**config.mk**
```make
export PLATFORM = sky130hd
export DESIGN_NAME = ps2_key_decoder_flat
export DESIGN_NICKNAME = d
export VERILOG_FILES = /design/src/rtl/ps2_key_decoder_pkg.sv /design/src/rtl/ps2_key_decoder_if.sv /design/src/rtl/ps2_key_decoder_fifo.sv /design/src/rtl/ps2_key_decoder.sv /design/src/flat_wrapper.sv
export SDC_FILE = /design/constraint.sdc
export NUM_CORES = 1
export LEC_CHECK = 0
export BUFFER_PORTS_ARGS = -buffer_cell sky130_fd_sc_hd__clkbuf_2
export CAP_MARGIN = 20
export CORE_UTILIZATION = 52
export DETAILED_ROUTE_END_ITERATION = 16
export PLACE_DENSITY_LB_ADDON = 0.08
export SETUP_SLACK_MARGIN = 0.5
export SLEW_MARGIN = 20
export SYNTH_ARGS = -nofsm -noshare
export SYNTH_HDL_FRONTEND = slang
export SYNTH_SLANG_ARGS = --single-unit
export TNS_END_PERCENT = 10
```
**constraint.sdc**
```tcl
create_clock -name wb_clk_i -period 5.5 [get_ports wb_clk_i]
set_clock_uncertainty 0.15 [all_clocks]
set_input_delay 1.1 -clock wb_clk_i [delete_from_list [all_inputs] [get_ports wb_clk_i]]
set_output_delay 1.1 -clock wb_clk_i [all_outputs]
set_load 0.02 [all_outputs]
```
**src/rtl/ps2_key_decoder_pkg.sv**
```systemverilog
// ps2_key_decoder shared types, scan-code constants
// and the set-2 to ASCII translation function.
package ps2_key_pkg;

  typedef enum logic [1:0] {
    ST_IDLE,
    ST_EXT,
    ST_BRK,
    ST_EXT_BRK
  } pfx_state_t;

  typedef struct packed {
    logic       valid;
    logic [7:0] ch;
  } key_char_t;

  localparam logic [7:0] SC_EXT   = 8'hE0;
  localparam logic [7:0] SC_BRK   = 8'hF0;
  localparam logic [7:0] SC_LSHFT = 8'h12;
  localparam logic [7:0] SC_RSHFT = 8'h59;
  localparam logic [7:0] SC_CTRL  = 8'h14;
  localparam logic [7:0] SC_CAPS  = 8'h58;

  function automatic key_char_t set2_to_ascii(
    input logic [7:0] code,
    input logic       ext,
    input logic       shift,
    input logic       caps,
    input logic       ctrl
  );
    key_char_t  r;
    logic       lv;
    logic [4:0] li;
    logic       dv;
    logic [3:0] di;
    logic [7:0] lo;
    logic [7:0] up;
    logic [7:0] sym;
    r   = '0;
    lv  = 1'b0;
    li  = '0;
    dv  = 1'b0;
    di  = '0;
    lo  = '0;
    up  = '0;
    sym = '0;
    if (ext) begin
      case (code)
        8'h75:   r = '{1'b1, 8'h11};
        8'h72:   r = '{1'b1, 8'h12};
        8'h6B:   r = '{1'b1, 8'h13};
        8'h74:   r = '{1'b1, 8'h14};
        default: r = '0;
      endcase
    end else begin
      case (code)
        8'h1C: {lv, li} = {1'b1, 5'd0};
        8'h32: {lv, li} = {1'b1, 5'd1};
        8'h21: {lv, li} = {1'b1, 5'd2};
        8'h23: {lv, li} = {1'b1, 5'd3};
        8'h24: {lv, li} = {1'b1, 5'd4};
        8'h2B: {lv, li} = {1'b1, 5'd5};
        8'h34: {lv, li} = {1'b1, 5'd6};
        8'h33: {lv, li} = {1'b1, 5'd7};
        8'h43: {lv, li} = {1'b1, 5'd8};
        8'h3B: {lv, li} = {1'b1, 5'd9};
        8'h42: {lv, li} = {1'b1, 5'd10};
        8'h4B: {lv, li} = {1'b1, 5'd11};
        8'h3A: {lv, li} = {1'b1, 5'd12};
        8'h31: {lv, li} = {1'b1, 5'd13};
        8'h44: {lv, li} = {1'b1, 5'd14};
        8'h4D: {lv, li} = {1'b1, 5'd15};
        8'h15: {lv, li} = {1'b1, 5'd16};
        8'h2D: {lv, li} = {1'b1, 5'd17};
        8'h1B: {lv, li} = {1'b1, 5'd18};
        8'h2C: {lv, li} = {1'b1, 5'd19};
        8'h3C: {lv, li} = {1'b1, 5'd20};
        8'h2A: {lv, li} = {1'b1, 5'd21};
        8'h1D: {lv, li} = {1'b1, 5'd22};
        8'h22: {lv, li} = {1'b1, 5'd23};
        8'h35: {lv, li} = {1'b1, 5'd24};
        8'h1A: {lv, li} = {1'b1, 5'd25};
        8'h45: {dv, di} = {1'b1, 4'd0};
        8'h16: {dv, di} = {1'b1, 4'd1};
        8'h1E: {dv, di} = {1'b1, 4'd2};
        8'h26: {dv, di} = {1'b1, 4'd3};
        8'h25: {dv, di} = {1'b1, 4'd4};
        8'h2E: {dv, di} = {1'b1, 4'd5};
        8'h36: {dv, di} = {1'b1, 4'd6};
        8'h3D: {dv, di} = {1'b1, 4'd7};
        8'h3E: {dv, di} = {1'b1, 4'd8};
        8'h46: {dv, di} = {1'b1, 4'd9};
        8'h29: r = '{1'b1, 8'h20};
        8'h5A: r = '{1'b1, 8'h0D};
        8'h66: r = '{1'b1, 8'h08};
        8'h0D: r = '{1'b1, 8'h09};
        8'h76: r = '{1'b1, 8'h1B};
        default: r = '0;
      endcase
      case (di)
        4'd0:    sym = 8'h29;
        4'd1:    sym = 8'h21;
        4'd2:    sym = 8'h40;
        4'd3:    sym = 8'h23;
        4'd4:    sym = 8'h24;
        4'd5:    sym = 8'h25;
        4'd6:    sym = 8'h5E;
        4'd7:    sym = 8'h26;
        4'd8:    sym = 8'h2A;
        default: sym = 8'h28;
      endcase
      lo = 8'h61 + {3'b000, li};
      up = lo - 8'h20;
      if (lv) begin
        r.valid = 1'b1;
        if (ctrl)
          r.ch = up & 8'h1F;
        else
          r.ch = (shift ^ caps) ? up : lo;
      end else if (dv) begin
        r.valid = 1'b1;
        r.ch = shift ? sym
                     : 8'h30 + {4'h0, di};
      end
    end
    return r;
  endfunction

endpackage

```
**src/rtl/ps2_key_decoder_if.sv**
```systemverilog
// Scan-byte input, character read port and
// modifier/overflow status of ps2_key_decoder.
interface ps2_key_if #(
  parameter int FIFO_DEPTH = 8
);
  localparam int CW = $clog2(FIFO_DEPTH) + 1;

  logic          scan_valid_i;
  logic [7:0]    scan_data_i;
  logic          pop_i;
  logic          clr_ovf_i;
  logic [7:0]    rd_data_o;
  logic          rd_empty_o;
  logic [CW-1:0] rd_count_o;
  logic [2:0]    mod_o;
  logic          overflow_o;

  modport master (
    output scan_valid_i,
    output scan_data_i,
    output pop_i,
    output clr_ovf_i,
    input  rd_data_o,
    input  rd_empty_o,
    input  rd_count_o,
    input  mod_o,
    input  overflow_o
  );

  modport slave (
    input  scan_valid_i,
    input  scan_data_i,
    input  pop_i,
    input  clr_ovf_i,
    output rd_data_o,
    output rd_empty_o,
    output rd_count_o,
    output mod_o,
    output overflow_o
  );
endinterface

```
**src/rtl/ps2_key_decoder_fifo.sv**
```systemverilog
// First-word-fall-through FIFO; head reads 0 when
// empty and a pop on an empty FIFO is ignored.
module key_fifo #(
  parameter int WIDTH = 8,
  parameter int DEPTH = 8,
  localparam int AW = $clog2(DEPTH),
  localparam int CW = AW + 1
) (
  input  logic             clk,
  input  logic             rst_n,
  input  logic             push,
  input  logic [WIDTH-1:0] wdata,
  input  logic             pop,
  output logic [WIDTH-1:0] rdata,
  output logic             empty,
  output logic             full,
  output logic [CW-1:0]    count
);
  localparam logic [CW-1:0] FULL_CNT = CW'(DEPTH);

  logic [WIDTH-1:0] mem [DEPTH];
  logic [AW-1:0]    wptr;
  logic [AW-1:0]    rptr;
  logic             do_pop;
  logic             do_push;

  assign empty   = (count == '0);
  assign full    = (count == FULL_CNT);
  assign do_pop  = pop && !empty;
  assign do_push = push && (!full || do_pop);
  assign rdata   = empty ? '0 : mem[rptr];

  always_ff @(posedge clk) begin
    if (do_push)
      mem[wptr] <= wdata;
  end

  always_ff @(posedge clk or negedge rst_n) begin
    if (!rst_n) begin
      wptr  <= '0;
      rptr  <= '0;
      count <= '0;
    end else begin
      if (do_push)
        wptr <= wptr + 1'b1;
      if (do_pop)
        rptr <= rptr + 1'b1;
      unique case ({do_push, do_pop})
        2'b10:   count <= count + 1'b1;
        2'b01:   count <= count - 1'b1;
        default: count <= count;
      endcase
    end
  end
endmodule

```
**src/rtl/ps2_key_decoder.sv**
```systemverilog
// Set-2 scan-byte decoder: prefix FSM, modifier
// tracking, registered translate, character FIFO.
module ps2_key_decoder
  import ps2_key_pkg::*;
#(
  parameter int FIFO_DEPTH = 8
) (
  input logic    wb_clk_i,
  input logic    wb_rst_ni,
  ps2_key_if.slave bus
);
  localparam int CW = $clog2(FIFO_DEPTH) + 1;

  pfx_state_t state_q;
  pfx_state_t state_d;
  logic       make;
  logic       brk;
  logic       ext;
  logic [7:0] code;
  logic       shift_l;
  logic       shift_r;
  logic       ctrl_l;
  logic       ctrl_r;
  logic       caps;
  logic       shift;
  logic       ctrl;
  logic       is_mod;
  key_char_t  xl;
  key_char_t  tr_q;
  logic       full;
  logic [CW-1:0] count;

  assign code  = bus.scan_data_i;
  assign shift = shift_l | shift_r;
  assign ctrl  = ctrl_l | ctrl_r;

  always_comb begin
    state_d = state_q;
    make    = 1'b0;
    brk     = 1'b0;
    ext     = 1'b0;
    if (bus.scan_valid_i) begin
      unique case (state_q)
        ST_IDLE: begin
          if (code == SC_EXT)
            state_d = ST_EXT;
          else if (code == SC_BRK)
            state_d = ST_BRK;
          else
            make = 1'b1;
        end
        ST_EXT: begin
          if (code == SC_BRK)
            state_d = ST_EXT_BRK;
          else if (code != SC_EXT) begin
            make    = 1'b1;
            ext     = 1'b1;
            state_d = ST_IDLE;
          end
        end
        ST_BRK: begin
          brk     = 1'b1;
          state_d = ST_IDLE;
        end
        ST_EXT_BRK: begin
          brk     = 1'b1;
          ext     = 1'b1;
          state_d = ST_IDLE;
        end
        default: state_d = ST_IDLE;
      endcase
    end
  end

  always_comb begin
    is_mod = 1'b0;
    unique case (1'b1)
      code == SC_LSHFT: is_mod = 1'b1;
      code == SC_RSHFT: is_mod = 1'b1;
      code == SC_CTRL:  is_mod = 1'b1;
      code == SC_CAPS:  is_mod = 1'b1;
      default:          is_mod = 1'b0;
    endcase
  end

  // Uses modifier state before this byte's own update.
  assign xl = set2_to_ascii(code, ext, shift,
                            caps, ctrl);

  always_ff @(posedge wb_clk_i or negedge wb_rst_ni) begin
    if (!wb_rst_ni) begin
      state_q <= ST_IDLE;
      shift_l <= 1'b0;
      shift_r <= 1'b0;
      ctrl_l  <= 1'b0;
      ctrl_r  <= 1'b0;
      caps    <= 1'b0;
      tr_q    <= '0;
    end else begin
      state_q <= state_d;
      tr_q    <= '0;
      if (make && !is_mod)
        tr_q <= xl;
      if (make || brk) begin
        if (code == SC_LSHFT)
          shift_l <= make;
        if (code == SC_RSHFT)
          shift_r <= make;
        if (code == SC_CTRL && ext)
          ctrl_r <= make;
        if (code == SC_CTRL && !ext)
          ctrl_l <= make;
        if (code == SC_CAPS && make)
          caps <= ~caps;
      end
    end
  end

  key_fifo #(
    .WIDTH (8),
    .DEPTH (FIFO_DEPTH)
  ) u_fifo (
    .clk   (wb_clk_i),
    .rst_n (wb_rst_ni),
    .push  (tr_q.valid),
    .wdata (tr_q.ch),
    .pop   (bus.pop_i),
    .rdata (bus.rd_data_o),
    .empty (bus.rd_empty_o),
    .full  (full),
    .count (count)
  );

  assign bus.rd_count_o = count;
  assign bus.mod_o      = {caps, ctrl, shift};

  always_ff @(posedge wb_clk_i or negedge wb_rst_ni) begin
    if (!wb_rst_ni)
      bus.overflow_o <= 1'b0;
    else if (tr_q.valid && full && !bus.pop_i)
      bus.overflow_o <= 1'b1;
    else if (bus.clr_ovf_i)
      bus.overflow_o <= 1'b0;
  end
endmodule

```
**src/flat_wrapper.sv**
```systemverilog
// flat-port wrapper written by rule: the top's interface ports become plain ports
module ps2_key_decoder_flat import ps2_key_pkg::*;
#(
  parameter int FIFO_DEPTH = 8
)
  (wb_clk_i, wb_rst_ni, bus_scan_valid_i, bus_scan_data_i, bus_pop_i, bus_clr_ovf_i, bus_rd_data_o, bus_rd_empty_o, bus_rd_count_o, bus_mod_o, bus_overflow_o);
  ps2_key_if #(.FIFO_DEPTH(FIFO_DEPTH)) bus_i ();
  input logic wb_clk_i;
  input logic wb_rst_ni;
  input wire logic [$bits(bus_i.scan_valid_i)-1:0] bus_scan_valid_i;
  input wire logic [$bits(bus_i.scan_data_i)-1:0] bus_scan_data_i;
  input wire logic [$bits(bus_i.pop_i)-1:0] bus_pop_i;
  input wire logic [$bits(bus_i.clr_ovf_i)-1:0] bus_clr_ovf_i;
  output wire logic [$bits(bus_i.rd_data_o)-1:0] bus_rd_data_o;
  output wire logic [$bits(bus_i.rd_empty_o)-1:0] bus_rd_empty_o;
  output wire logic [$bits(bus_i.rd_count_o)-1:0] bus_rd_count_o;
  output wire logic [$bits(bus_i.mod_o)-1:0] bus_mod_o;
  output wire logic [$bits(bus_i.overflow_o)-1:0] bus_overflow_o;
  assign bus_i.scan_valid_i = bus_scan_valid_i;
  assign bus_i.scan_data_i = bus_scan_data_i;
  assign bus_i.pop_i = bus_pop_i;
  assign bus_i.clr_ovf_i = bus_clr_ovf_i;
  assign bus_rd_data_o = bus_i.rd_data_o;
  assign bus_rd_empty_o = bus_i.rd_empty_o;
  assign bus_rd_count_o = bus_i.rd_count_o;
  assign bus_mod_o = bus_i.mod_o;
  assign bus_overflow_o = bus_i.overflow_o;
  ps2_key_decoder #(.FIFO_DEPTH(FIFO_DEPTH)) u_core (.wb_clk_i(wb_clk_i), .wb_rst_ni(wb_rst_ni), .bus(bus_i));
endmodule
```
=== After elaboration in Yosys (flattened, before gate mapping) ===
Memory sizes are Yosys's and may differ from the RTL's.
Index checks and enable logic that the tools add are counted.

* Mux-type cells: 39
* Equal/unequal tests: 60
* Bitwise logic cells: 4
* Reduce and logical (&&, ||, !) cells: 29
* Add/sub/neg operators: 7

{| class="wikitable"
|+ Operators with widths
! operator !! count
|-
| == test 8 x 6 -> 1 bit, second input constant || 23
|-
| == test 8 x 7 -> 1 bit, second input constant || 16
|-
| case mux 5 bit (25 select lines) || 1
|-
| == test 8 x 5 -> 1 bit, second input constant || 9
|-
| case mux 9 bit (5 select lines) || 1
|-
| two-way mux 9 bit || 4
|-
| case mux 4 bit (9 select lines) || 1
|-
| case mux 9 bit (4 select lines) || 1
|-
| two-way mux 8 bit || 4
|-
| OR reduction 26 bit || 1
|-
| two-way mux 1 bit || 17
|-
| == test 8 bit, second input constant || 2
|-
| AND reduction 2 bit || 5
|-
| OR reduction 10 bit || 1
|-
| adder 7 x 5 -> 8 bit, first input constant || 1
|-
| == test 8 x 4 -> 1 bit, second input constant || 1
|-
| logical AND 1 bit || 8
|-
| two-way mux 2 bit || 4
|-
| inequality test 8 bit, second input constant || 1
|-
| case mux 4 bit (2 select lines) || 1
|-
| subtractor 8 x 6 -> 8 bit, second input constant || 1
|-
| adder 6 x 4 -> 7 bit, first input constant || 1
|-
| adder 3 x 1 -> 3 bit, second input constant || 2
|-
| == test 2 bit, second input constant || 3
|-
| other kinds (20) || 30
|}

* Input bits: 13
* Bits in read-only memories: 112
* Memories kept: 2
* Register bits: 27
* Logic and storage cells: 153
* Bits in writable memories: 64
* Output and inout bits: 17

{| class="wikitable"
|+ Memory list
! memory !! words !! bits a word !! read ports !! clocked after Yosys merged registers in !! wr ports !! RTL line !! source
|-
| (name not given) || 16 || 7 || 1 || 0 || 0 || ps2_key_decoder_pkg.sv:100 || <nowiki>case (di)</nowiki>
|-
| u_core.u_fifo.mem || 8 || 8 || 1 || 0 || 1 || ps2_key_decoder_fifo.sv:21 || <nowiki>logic [WIDTH-1:0] mem [DEPTH];</nowiki>
|}

=== Longest topological paths before layout ===
Gate-level depths: netlist of the first run.

* Depth in word-level cells: 13
* Mapped depth: 11
* Depth with buffers taken out: 11

=== By module ===
Synthesis of the first run repeated with hierarchy kept, for this count alone.

* Cell total of the unflattened synthesis: 431
* Area, all modules: 5092.4 um^2

{| class="wikitable"
|+ By module, submodules not included
! module !! instances !! seq. area each (um^2) !! cells an instance !! area an instance (um^2)
|-
| key_fifo || 1 || 2172.1 || 186 || 3169.3
|-
| ps2_key_decoder || 1 || 425.4 || 245 || 1923.1
|}

=== Least setup slack after synthesis of the first run ===
OpenSTA, ideal clock, no wires.

* Kind: input port to flip-flop
* From: in bus_scan_data_i[3]
* To: reg u_core.tr_q[2] (netlist name)
* Buffers on the path: 2
* Setup time: 0.127 ns
* Stages: 10
* Data required time: 5.223 ns
* Slack: 2.247 ns
* Data arrival time: 2.976 ns
* Path through: buf_2 -> buf_2 -> nor2_1 -> and3_1 -> a211oi_1 -> o211ai_4 -> ha_1 -> or3_1 -> o211ai_1 -> a21oi_1

* Cells in the longest elaborated chain, start to end: 10
* Elaborated cells on any way between the ends: 87
* Classes of those cells: add/sub (3); eq/ne (52); mux (26); reduce/logical (5); memory (1)

{| class="wikitable"
|+ Ends and longest elaborated chain
! what !! RTL line !! source
|-
| from (decl) || flat_wrapper.sv:11 || <nowiki>input wire logic [$bits(bus_i.scan_data_i)-1:0] bus_scan_data_i;</nowiki>
|-
| == test 8 x 5 -> 1 bit (tied with other cells) || ps2_key_decoder_pkg.sv:56 || <nowiki>case (code)</nowiki>
|-
| case mux 5 bit (25 select lines) || ps2_key_decoder_pkg.sv:56 ||
|-
| two-way mux 5 bit || ps2_key_decoder_pkg.sv:47 || <nowiki>if (ext) begin</nowiki>
|-
| adder 7 x 5 -> 8 bit || ps2_key_decoder_pkg.sv:112 || <nowiki>lo = 8'h61 + {3'b000, li};</nowiki>
|-
| subtractor 8 x 6 -> 8 bit || ps2_key_decoder_pkg.sv:113 || <nowiki>up = lo - 8'h20;</nowiki>
|-
| two-way mux 8 bit || ps2_key_decoder_pkg.sv:119 || <nowiki>r.ch = (shift ^ caps) ? up : lo;</nowiki>
|-
| two-way mux 8 bit || ps2_key_decoder_pkg.sv:116 || <nowiki>if (ctrl)</nowiki>
|-
| two-way mux 9 bit || ps2_key_decoder_pkg.sv:114 || <nowiki>if (lv) begin</nowiki>
|-
| two-way mux 9 bit || ps2_key_decoder_pkg.sv:47 ||
|-
| two-way mux 9 bit (*) || ps2_key_decoder.sv:102 || <nowiki>if (make && !is_mod)</nowiki>
|-
| to (signal assigned) || ps2_key_decoder.sv:103 || <nowiki>tr_q <= xl;</nowiki>
|-
| to (decl) || ps2_key_decoder.sv:29 || <nowiki>key_char_t tr_q;</nowiki>
|}

Mark *: on every way between the ends. The rest lies on a longest branch, timed or not. The select of a mux whose other input is x is not followed.
A chain may end at the register's enable or synchronous reset.

=== Final worst setup path of the first run ===
* From: in bus_scan_data_i[1]
* To: reg u_core.tr_q[2] (netlist name)

The elaborated chain is that of the path after synthesis.

==> results.yml, run 1 <==
setup_path:
  end_kind: "register"
  timing_worst_setup_path_type: "in2reg"
  r2r_cells: 10
  r2r-end: "u_core.u_fifo.count[3]$_DFFE_PN0P_"
  crit_path_start: "bus_scan_data_i[1]"
  path_max_fanout: 25
  rrSetupSlack_ns: 2.90
  worst_setup_path_start_kind: "input pin"
  r2r_start: "u_core.u_fifo.count[0]$_DFFE_PN0P_"
  crit_required_ns: 5.56
  worst_ep_arrival_time_ns: 3.61
die:
  fp.dieH_um: 99.3
  coreArea_um2: 9200
  die_w_um: 99.3
  io_pins: 30
  dieArea_um2: 9860
  start_util_pct: 53.6
  rows: 35
timing:
  period_share_pct: 64.5
  layout_min_cycle_time_ns: 3.55
  maxSlewHeadroom_pct: 35.8
  setup_tns_ns: 0
  report.final.slew_viol_count: 0
  rsz0062_at_grt: "no"
  setup_ws_ns: 1.95
  whs_ns: 0.353
  setup_viol: 0
  fmaxAchievable_mhz: 282
  finalHoldViolations: 0
  worst-slew-pin-transition_ns: 0.959
drt:
  drc: 0
  num_vias: 3383
  drt-total-wl_um: 10800
  viasPerCell: 6.31
  drt-wirelength-per-cell_um: 20.2
  antenna_left: 0
  drt_iter0_markers: 201
  drtPass1Iterations: 4
outcome:
  outcome: "complete, no violations"
layout:
  fill_cells: 770
  layout-drive-gt1-share_pct: 20.5
  num_antenna_cells: 0
  fin_cells: 536
  finalInstanceArea_um2: 5330
  final_core_util_pct: 58.0
  nNetsFinal: 441
  syn2layout_area_growth_pct: 8.23
pwr:
  p_leak_nw: 1.91
  power_density_nw_per_um2: 379
  power.total_mw: 2.02
  vdd_ir_drop_max_mv: 0.265
clock_network:
  cts_sinks: 91
  cts_made_buffers: 9
  path_clk_slew_ns: 0.09
  cts_max_level: 3
  ctsHoldBuffers: 0
  insertion_delay_ns: 0.35
  cts-root-buf: "clkbuf_8"
  post_cts_buffers: 0
  clock_path_buffers: 2
  cts_tree: "yes"
  cts_resized: 0
global_routing:
  grt_pass1_vias: 3261
  track_usage_pct: 23.4
  grt_max_degree: 29
  antenna_found_initial: 0
  gr-total-overflow: 0
  grt_first_pass_wirelength_um: 17400
synthesis:
  ys_top_cells_by_count: "64 x edfxtp_1, 29 x nor2_1, 27 x dfrtp_1, 27 x nand2_1, 25 x o21ai_0"
  synthMostInstantiatedCell: "edfxtp_1"
  yosys-top-cells-area: "edfxtp_1 39%, dfrtp_1 14%, mux4_2 7.3%"
  yosys.area.top_type: "edfxtp_1"
  syn_avg_cell_area_um2: 12.3
  ys_ff_latch: 91
  syn-instance-count: 402
  synth_flop_cell: "edfxtp_1"
  synth_warnings: 0
  synth_area_um2: 4920
  async_flop_share_pct: 29.7
  synth_top_area_share_pct: 39.0
  synth-edff-count: 64
  yosysSeqAreaShare_pct: 52.7
  ys_types: 73
place:
  place_hpwl_um: 7470
  port-buffer-count: 29
  dpl-instance-area_um2: 5100
  post-place-cells: 520
  gp_congestion: 0.978
  dp_slack_ns: 1.55
min_path:
  hp-start: "u_core.ctrl_l$_DFFE_PN0P_"
  worstHoldPathCells: 2
  min_path_type: "reg2reg"
  holdPathEnd: "u_core.ctrl_l$_DFFE_PN0P_"
job:
  drv_cap: 0
## layout by cell type, fill, tap and decap left out, drive strengths merged, types with 3 or more instances in the layout
cell type  count
a211oi         5
a21o           3
a21oi         12
a22oi          5
and2           3
and3           4
clkbuf        39
dfrtp         27
edfxtp        64
ha             7
inv           13
mux2i         10
mux4          16
nand2         27
nand2b         6
nand3          7
nand4          5
nand4b         5
nand4bb        4
nor2          30
nor2b          7
nor3          10
nor4           4
nor4b          5
o211ai         8
o21ai         25
o22ai          9
o41ai          4
or2            3
or3            3
xnor2          8
xor2           4
## state kept, by name (all words and copies together), names as in the netlist
name / count
u_core.bus.overflow_o: 1
u_core.caps: 1
u_core.ctrl_l: 1
u_core.ctrl_r: 1
u_core.shift_l: 1
u_core.shift_r: 1
u_core.state_q: 2
u_core.tr_q: 9
u_core.u_fifo.count: 4
u_core.u_fifo.mem: 64
u_core.u_fifo.rptr: 3
u_core.u_fifo.wptr: 3
## per-layer routing
metal  GRT usage (%)  up-vias  wire length [um]
li1                -     1583                 -
met1            30.6     1660              4700
met2            38.7      115              5240
met3            3.72       25               476
met4            10.6        0               384
met5               0        -                 0
## power by group
part           leakage [nW]  total, mW  switching [mW]  internal (mW)
registers             0.933      0.931           0.137          0.794
logic                 0.871      0.587           0.302          0.285
clock network         0.109      0.502           0.241          0.262
## critical path, cell delays in order
cell and delay, ns:
clkbuf_2 0.40, nor2_1 0.19, and3_1 0.27, a211oi_1 0.53, o211ai_4 0.25, ha_1 0.29, or3_1 0.37, o211ai_1 0.09
a21oi_1 0.10
## worst max-delay path by stage
stage | cells after the start | slack (ns) | to
2_1_floorplan | 10 | 2.25 | u_core.tr_q[2]$_DFF_PN0_
3_3_place_gp | 9 | 1.63 | u_core.tr_q[2]$_DFF_PN0_
3_5_place_dp | 9 | 1.55 | u_core.tr_q[4]$_DFF_PN0_
4_1_cts | 4 | 1.73 | bus_rd_data_o[4]
5_1_grt | 9 | 1.85 | u_core.tr_q[2]$_DFF_PN0_
6_report | 9 | 1.95 | u_core.tr_q[2]$_DFF_PN0_
## layout make-up
| cell class | count | area [um2] | share of cell area [%] |
|---|---|---|---|
| clock buffer | 10 | 128 | 2.39 |
| clock inverter | 6 | 96.3 | 1.81 |
| inverter | 12 | 45.0 | 0.845 |
| multi-input combinational | 275 | 2160 | 40.6 |
| sequential | 91 | 2600 | 48.8 |
| tap | 111 | 139 | 2.61 |
| timing repair buffer | 31 | 160 | 3.00 |
## cell families after synthesis
logic type / Yosys count / share of synthesized area [%]
AOI/OAI and AO/OA: 89 / 13.0
xor gates and xnor gates: 12 / 2.13
adders and majority gates: 8 / 2.18
buffers and inverters: 37 / 3.73
DFF: 91 / 52.7
muxes: 28 / 9.81
other: 1 / 0.0761
and+or+nand+nor: 136 / 16.4
(Power assumes the default switching activity.)
==> run 2, diff against run 1 <==
clock period = 3.5 ns   (was 5.5 ns; I/O delays follow)
==> results.yml, run 2 (synthesized netlist as in run 1, its figures left out) <==
setup_path:
  path_cells: "clkbuf_2 > nor4b_2 > and3_1 > a211oi_1 > o211ai_4 > ha_1 > or3_1 > o211ai_1 > a21oi_1"
  critPathTopFamily: "compound AO/OA/AOI/OAI gates"
  crit_required_ns: 3.59
  path_max_fanout: 15
  cp_num_cells: 9
  end_kind: "register"
  worst_ep_arrival_time_ns: 2.93
  worst_setup_path_start_kind: "input pin"
  slowest_delay_ns: 0.44
  timing_worst_setup_path_type: "in2reg"
  crit_buf_inv: 1
  crit_slowest_cell: "a211oi_1"
  r2r_cells: 10
clock_network:
  post_cts_buffers: 0
  insertion_delay_ns: 0.36
  path_clk_slew_ns: 0.10
  cts_max_level: 3
  clock_path_buffers: 2
  cts_made_buffers: 9
  ctsHoldBuffers: 0
  cts_sinks: 91
  cts_tree: "yes"
  cts-root-buf: "clkbuf_8"
drt:
  drtPass1Iterations: 5
  drc: 0
  viasPerCell: 6.20
  drt-wirelength-per-cell_um: 20.0
  drt_iter0_markers: 200
  antenna_left: 0
  num_vias: 3436
  drt-total-wl_um: 11100
timing:
  rsz0062_at_grt: "no"
  maxSlewHeadroom_pct: 42.8
  fmaxAchievable_mhz: 353
  setup_viol: 0
  report.final.slew_viol_count: 0
  finalHoldViolations: 0
  worst-slew-pin-transition_ns: 0.852
  period_share_pct: 80.9
  layout_min_cycle_time_ns: 2.83
  setup_tns_ns: 0
place:
  post-place-cells: 538
  port-buffer-count: 29
  dpl-instance-area_um2: 5230
  gp_congestion: 0.964
  place_hpwl_um: 7770
layout:
  reg_top3: "u_core.u_fifo.mem x64, u_core.tr_q x9, u_core.u_fifo.count x4"
  largest_register_ffs: 64
  fin_cells: 554
  regMostFlops: "u_core.u_fifo.mem"
  nNetsFinal: 459
  num_antenna_cells: 0
  layout-drive-gt1-share_pct: 23.3
  final_cell_mix: "64 x edfxtp_1, 29 x nor2_1, 29 x clkbuf_2"
  syn2layout_area_growth_pct: 10.6
  final_common_cell: "edfxtp_1"
  finalInstanceArea_um2: 5450
die:
  rows: 35
  coreArea_um2: 9200
  start_util_pct: 53.6
  io_pins: 30
  fp.dieH_um: 99.3
  die_w_um: 99.3
  dieArea_um2: 9860
global_routing:
  gr-total-overflow: 0
  grt_max_degree: 28
  antenna_found_initial: 0
  grt_first_pass_wirelength_um: 17500
  grt_pass1_vias: 3345
  track_usage_pct: 23.6
min_path:
  min_path_type: "in2async"
pwr:
  vdd_ir_drop_max_mv: 0.384
  power_density_nw_per_um2: 585
  p_leak_nw: 2.00
job:
  drv_cap: 0
outcome:
  outcome: "complete, no violations"
-- run 2: cell count changes in the layout (fill, tap and decap cells not counted) --
cell / delta
buf_4: +18
inv_8: +2
nor3_1: +2
nor3_2: -2
bufinv_16: -1
clkbuf_1: -1
clkinv_4: +1
clkinvlp_4: -1
nor4_2: -1
nor4_4: +1
nor4b_1: +1
nor4b_2: -1
-- run 2: cell type report --
cell class / instances / area [um2]
clock buffer: 9 / 124
clock inverter: 7 / 90.1
fill: 759 / 3750
inverter: 12 / 45.0
multi-input combinational: 275 / 2160
sequential: 91 / 2600
tap: 111 / 139
timing repair buffer: 49 / 295
-- run 2: repair_timing --
item | in CTS | in global routing
gates resized for setup | 0 | 1
endpoints found under the hold margin | 0 | 0
setup endpoints to repair | 0 | 2
-- run 2: path summary, 6_finish.rpt --
| path | start | endpoint | slack [ns] |
|---|---|---|---|
| worst max-delay path | bus_scan_data_i[5] | u_core.tr_q[2]$_DFF_PN0_ | 0.67 |
| worst min-delay path | wb_rst_ni | u_core.u_fifo.count[2]$_DFFE_PN0P_ | 0.21 |
| worst max register to register | u_core.u_fifo.count[0]$_DFFE_PN0P_ | u_core.u_fifo.count[3]$_DFFE_PN0P_ | 0.86 |
| worst min register to register | u_core.ctrl_l$_DFFE_PN0P_ | u_core.ctrl_l$_DFFE_PN0P_ | 0.36 |
| max in group asynchronous | wb_rst_ni | u_core.u_fifo.rptr[1]$_DFFE_PN0P_ | 2.52 |
| min in group wb_clk_i | u_core.ctrl_l$_DFFE_PN0P_ | u_core.ctrl_l$_DFFE_PN0P_ | 0.36 |
-- run 2: where the power goes --
group	switching (mW)	internal [mW]	total, mW
clock	0.412	0.350	0.762
sequential	0.167	1.25	1.42
combinational	0.542	0.469	1.01
total	1.12	2.07	3.19
-- run 2: stage by stage --
| stage | power (mW) | setup slack [ns] | hold slack, ns | utilization, % |
|---|---|---|---|---|
| final | 3.19 | 0.668 | 0.206 | 59.2 |
| after global routing | 3.38 | 0.521 | 0.243 | 59.2 |
| after CTS | 3.23 | 0.541 | 0.215 | 59.2 |
| after detailed placement | 2.47 | 0.306 | 0.345 | 56.9 |
| after global placement | 2.44 | 0.381 | 0.337 | 56.9 |
| after floorplan | 2.17 | 0.647 | 0.254 | - |
-- run 2: routing by layer --
layer	global-route usage [%]	share of wire, %
met3	3.72	4.7
met1	29.4	41
met5	0	0
met4	11.3	2.9
met2	40.5	51
==> run 3, diff against run 2 <==
clock period = 2.7 ns   (was 3.5 ns; I/O delays follow)
==> results.yml, run 3 (synthesized netlist as in run 1, its figures left out) <==
clock_network:
  insertion_delay_ns: 0.35
  cts_made_buffers: 9
  cts_tree: "yes"
  cts-root-buf: "clkbuf_8"
  path_clk_slew_ns: 0.10
  cts_sinks: 91
  cts_max_level: 3
  clock_path_buffers: 2
place:
  dpl-instance-area_um2: 5620
  place_hpwl_um: 8400
  gp_congestion: 0.898
  port-buffer-count: 29
setup_path:
  worst_ep_arrival_time_ns: 1.82
  slowest_delay_ns: 0.50
  worst_setup_path_start_kind: "register"
  end_kind: "output port"
  crit_slowest_cell: "mux4_2"
  r2r-end: "u_core.u_fifo.count[3]$_DFFE_PN0P_"
  rrSetupSlack_ns: 0.33
  timing_worst_setup_path_type: "reg2out"
  crit_required_ns: 2.01
  critPathTopFamily: "multiplexers"
  path_max_fanout: 9
  crit_buf_inv: 2
  r2r_start: "u_core.u_fifo.count[1]$_DFFE_PN0P_"
  r2r_cells: 11
  path_cells: "buf_12 > mux4_2 > mux2i_1 > nor2_1 > clkbuf_2"
timing:
  rsz0062_at_grt: "yes"
  finalHoldViolations: 0
  fmaxAchievable_mhz: 398
  maxSlewHeadroom_pct: 53.6
  layout_min_cycle_time_ns: 2.51
  report.final.slew_viol_count: 0
  setup_viol: 0
  worst-slew-pin-transition_ns: 0.696
  period_share_pct: 93.1
min_path:
  min_path_type: "in2async"
die:
  die_w_um: 99.3
  io_pins: 30
  fp.dieH_um: 99.3
  rows: 35
  coreArea_um2: 9200
  dieArea_um2: 9860
  start_util_pct: 53.6
drt:
  drtPass1Iterations: 4
  num_vias: 3632
  drt-total-wl_um: 11400
  drt-wirelength-per-cell_um: 18.8
  viasPerCell: 6.02
  drc: 0
  antenna_left: 0
  drt_iter0_markers: 152
global_routing:
  grt_max_degree: 28
  track_usage_pct: 24.0
  gr-total-overflow: 0
  antenna_found_initial: 0
  grt_pass1_vias: 3451
  grt_first_pass_wirelength_um: 17900
layout:
  largest_register_ffs: 64
  seq_area_um2: 2600
  num_antenna_cells: 0
  final_common_cell: "buf_4"
  nNetsFinal: 508
  syn2layout_area_growth_pct: 20.7
  reg_top3: "u_core.u_fifo.mem x64, u_core.tr_q x9, u_core.u_fifo.count x4"
  finalInstanceArea_um2: 5950
  layout-drive-gt1-share_pct: 34.1
  regMostFlops: "u_core.u_fifo.mem"
  final_cell_mix: "65 x buf_4, 64 x edfxtp_1, 29 x nor2_1"
  multi_input_area_um2: 2260
  fill_cells: 721
pwr:
  p_int_mw: 2.73
  power_density_nw_per_um2: 706
  seq_power_share_pct: 43.5
  pwr-share-clk_pct: 20.6
  p_sw_mw: 1.47
  power.total_mw: 4.20
  comb_power_share_pct: 35.9
  p_sw_share_pct: 34.9
  vdd_ir_drop_max_mv: 0.454
  p_leak_nw: 2.26
job:
  drv_cap: 0
outcome:
  outcome: "complete, no violations"
==> run 3: changes by cell type in the layout (fill, tap and decap cells not counted), moves of 3 or more <==
cell and change:
buf_4 +45, dfrtp_1 -3, dfrtp_2 +3, ha_1 -3, nor4b_4 +3
==> run 3: area by class of cell <==
type / count / area share [%]
flip-flops and latches: 91 / 43.8
multi-input cells: 275 / 38.0
repair buffers: 98 / 12.0
well taps: 111 / 2.34
clock buffers: 9 / 2.08
clock inverters: 7 / 1.01
inverters: 12 / 0.758
==> run 3: what timing repair did <==
| item | CTS | global route |
|---|---|---|
| hold buffers | 0 | 0 |
| buffers inserted | 1 | 3 |
| cloned | 0 | 1 |
| gates resized for setup | 1 | 19 |
| endpoints found under the setup margin | 20 | 21 |
| pin swaps | 0 | 2 |
==> run 3: metrics by stage <==
stage                     setup slack [ns]  cells  util (%)  hold slack, ns  setup TNS (ns)
after floorplan                      0.153    403         -          0.0944               0
after global placement              -0.165    582      61.1           0.336          -0.481
after detailed placement            -0.145    582      61.1           0.342          -0.486
after CTS                            0.151    599      63.2          0.0802               0
after global routing                0.0846    603      64.7          0.0987               0
final                                0.186    603      64.7          0.0582               0
==> run 3: power by group through the flow <==
stage / registers, mW / logic (mW) / clock network (mW)
final: 1.83 / 1.51 / 0.863
after global routing: 1.86 / 1.65 / 0.942
after CTS: 1.83 / 1.46 / 0.880
after detailed placement: 1.86 / 1.45 / 0
after global placement: 1.85 / 1.43 / 0
after floorplan: 1.79 / 1.06 / 0
==> run 3: worst max path at each step <==
| stage | startpoint | endpoint | slack [ns] | cells past startpoint |
|---|---|---|---|---|
| final | u_core.u_fifo.rptr[0]$_DFFE_PN0P_ | bus_rd_data_o[2] | 0.19 | 5 |
| after global routing | u_core.u_fifo.rptr[0]$_DFFE_PN0P_ | bus_rd_data_o[4] | 0.08 | 5 |
| after CTS | u_core.u_fifo.rptr[0]$_DFFE_PN0P_ | bus_rd_data_o[2] | 0.15 | 5 |
| after detailed placement | bus_scan_data_i[4] | u_core.tr_q[4]$_DFF_PN0_ | -0.15 | 9 |
| after global placement | bus_scan_data_i[4] | u_core.tr_q[4]$_DFF_PN0_ | -0.17 | 9 |
| after floorplan | u_core.u_fifo.count[2]$_DFFE_PN0P_ | u_core.u_fifo.count[3]$_DFFE_PN0P_ | 0.15 | 9 |
==> run 3: per-layer routing <==
metal | track usage [%] | routed length (um)
met5 | 0 | 0
met3 | 4.01 | 426
met4 | 8.48 | 217
met2 | 40.9 | 5780
met1 | 31.1 | 4930
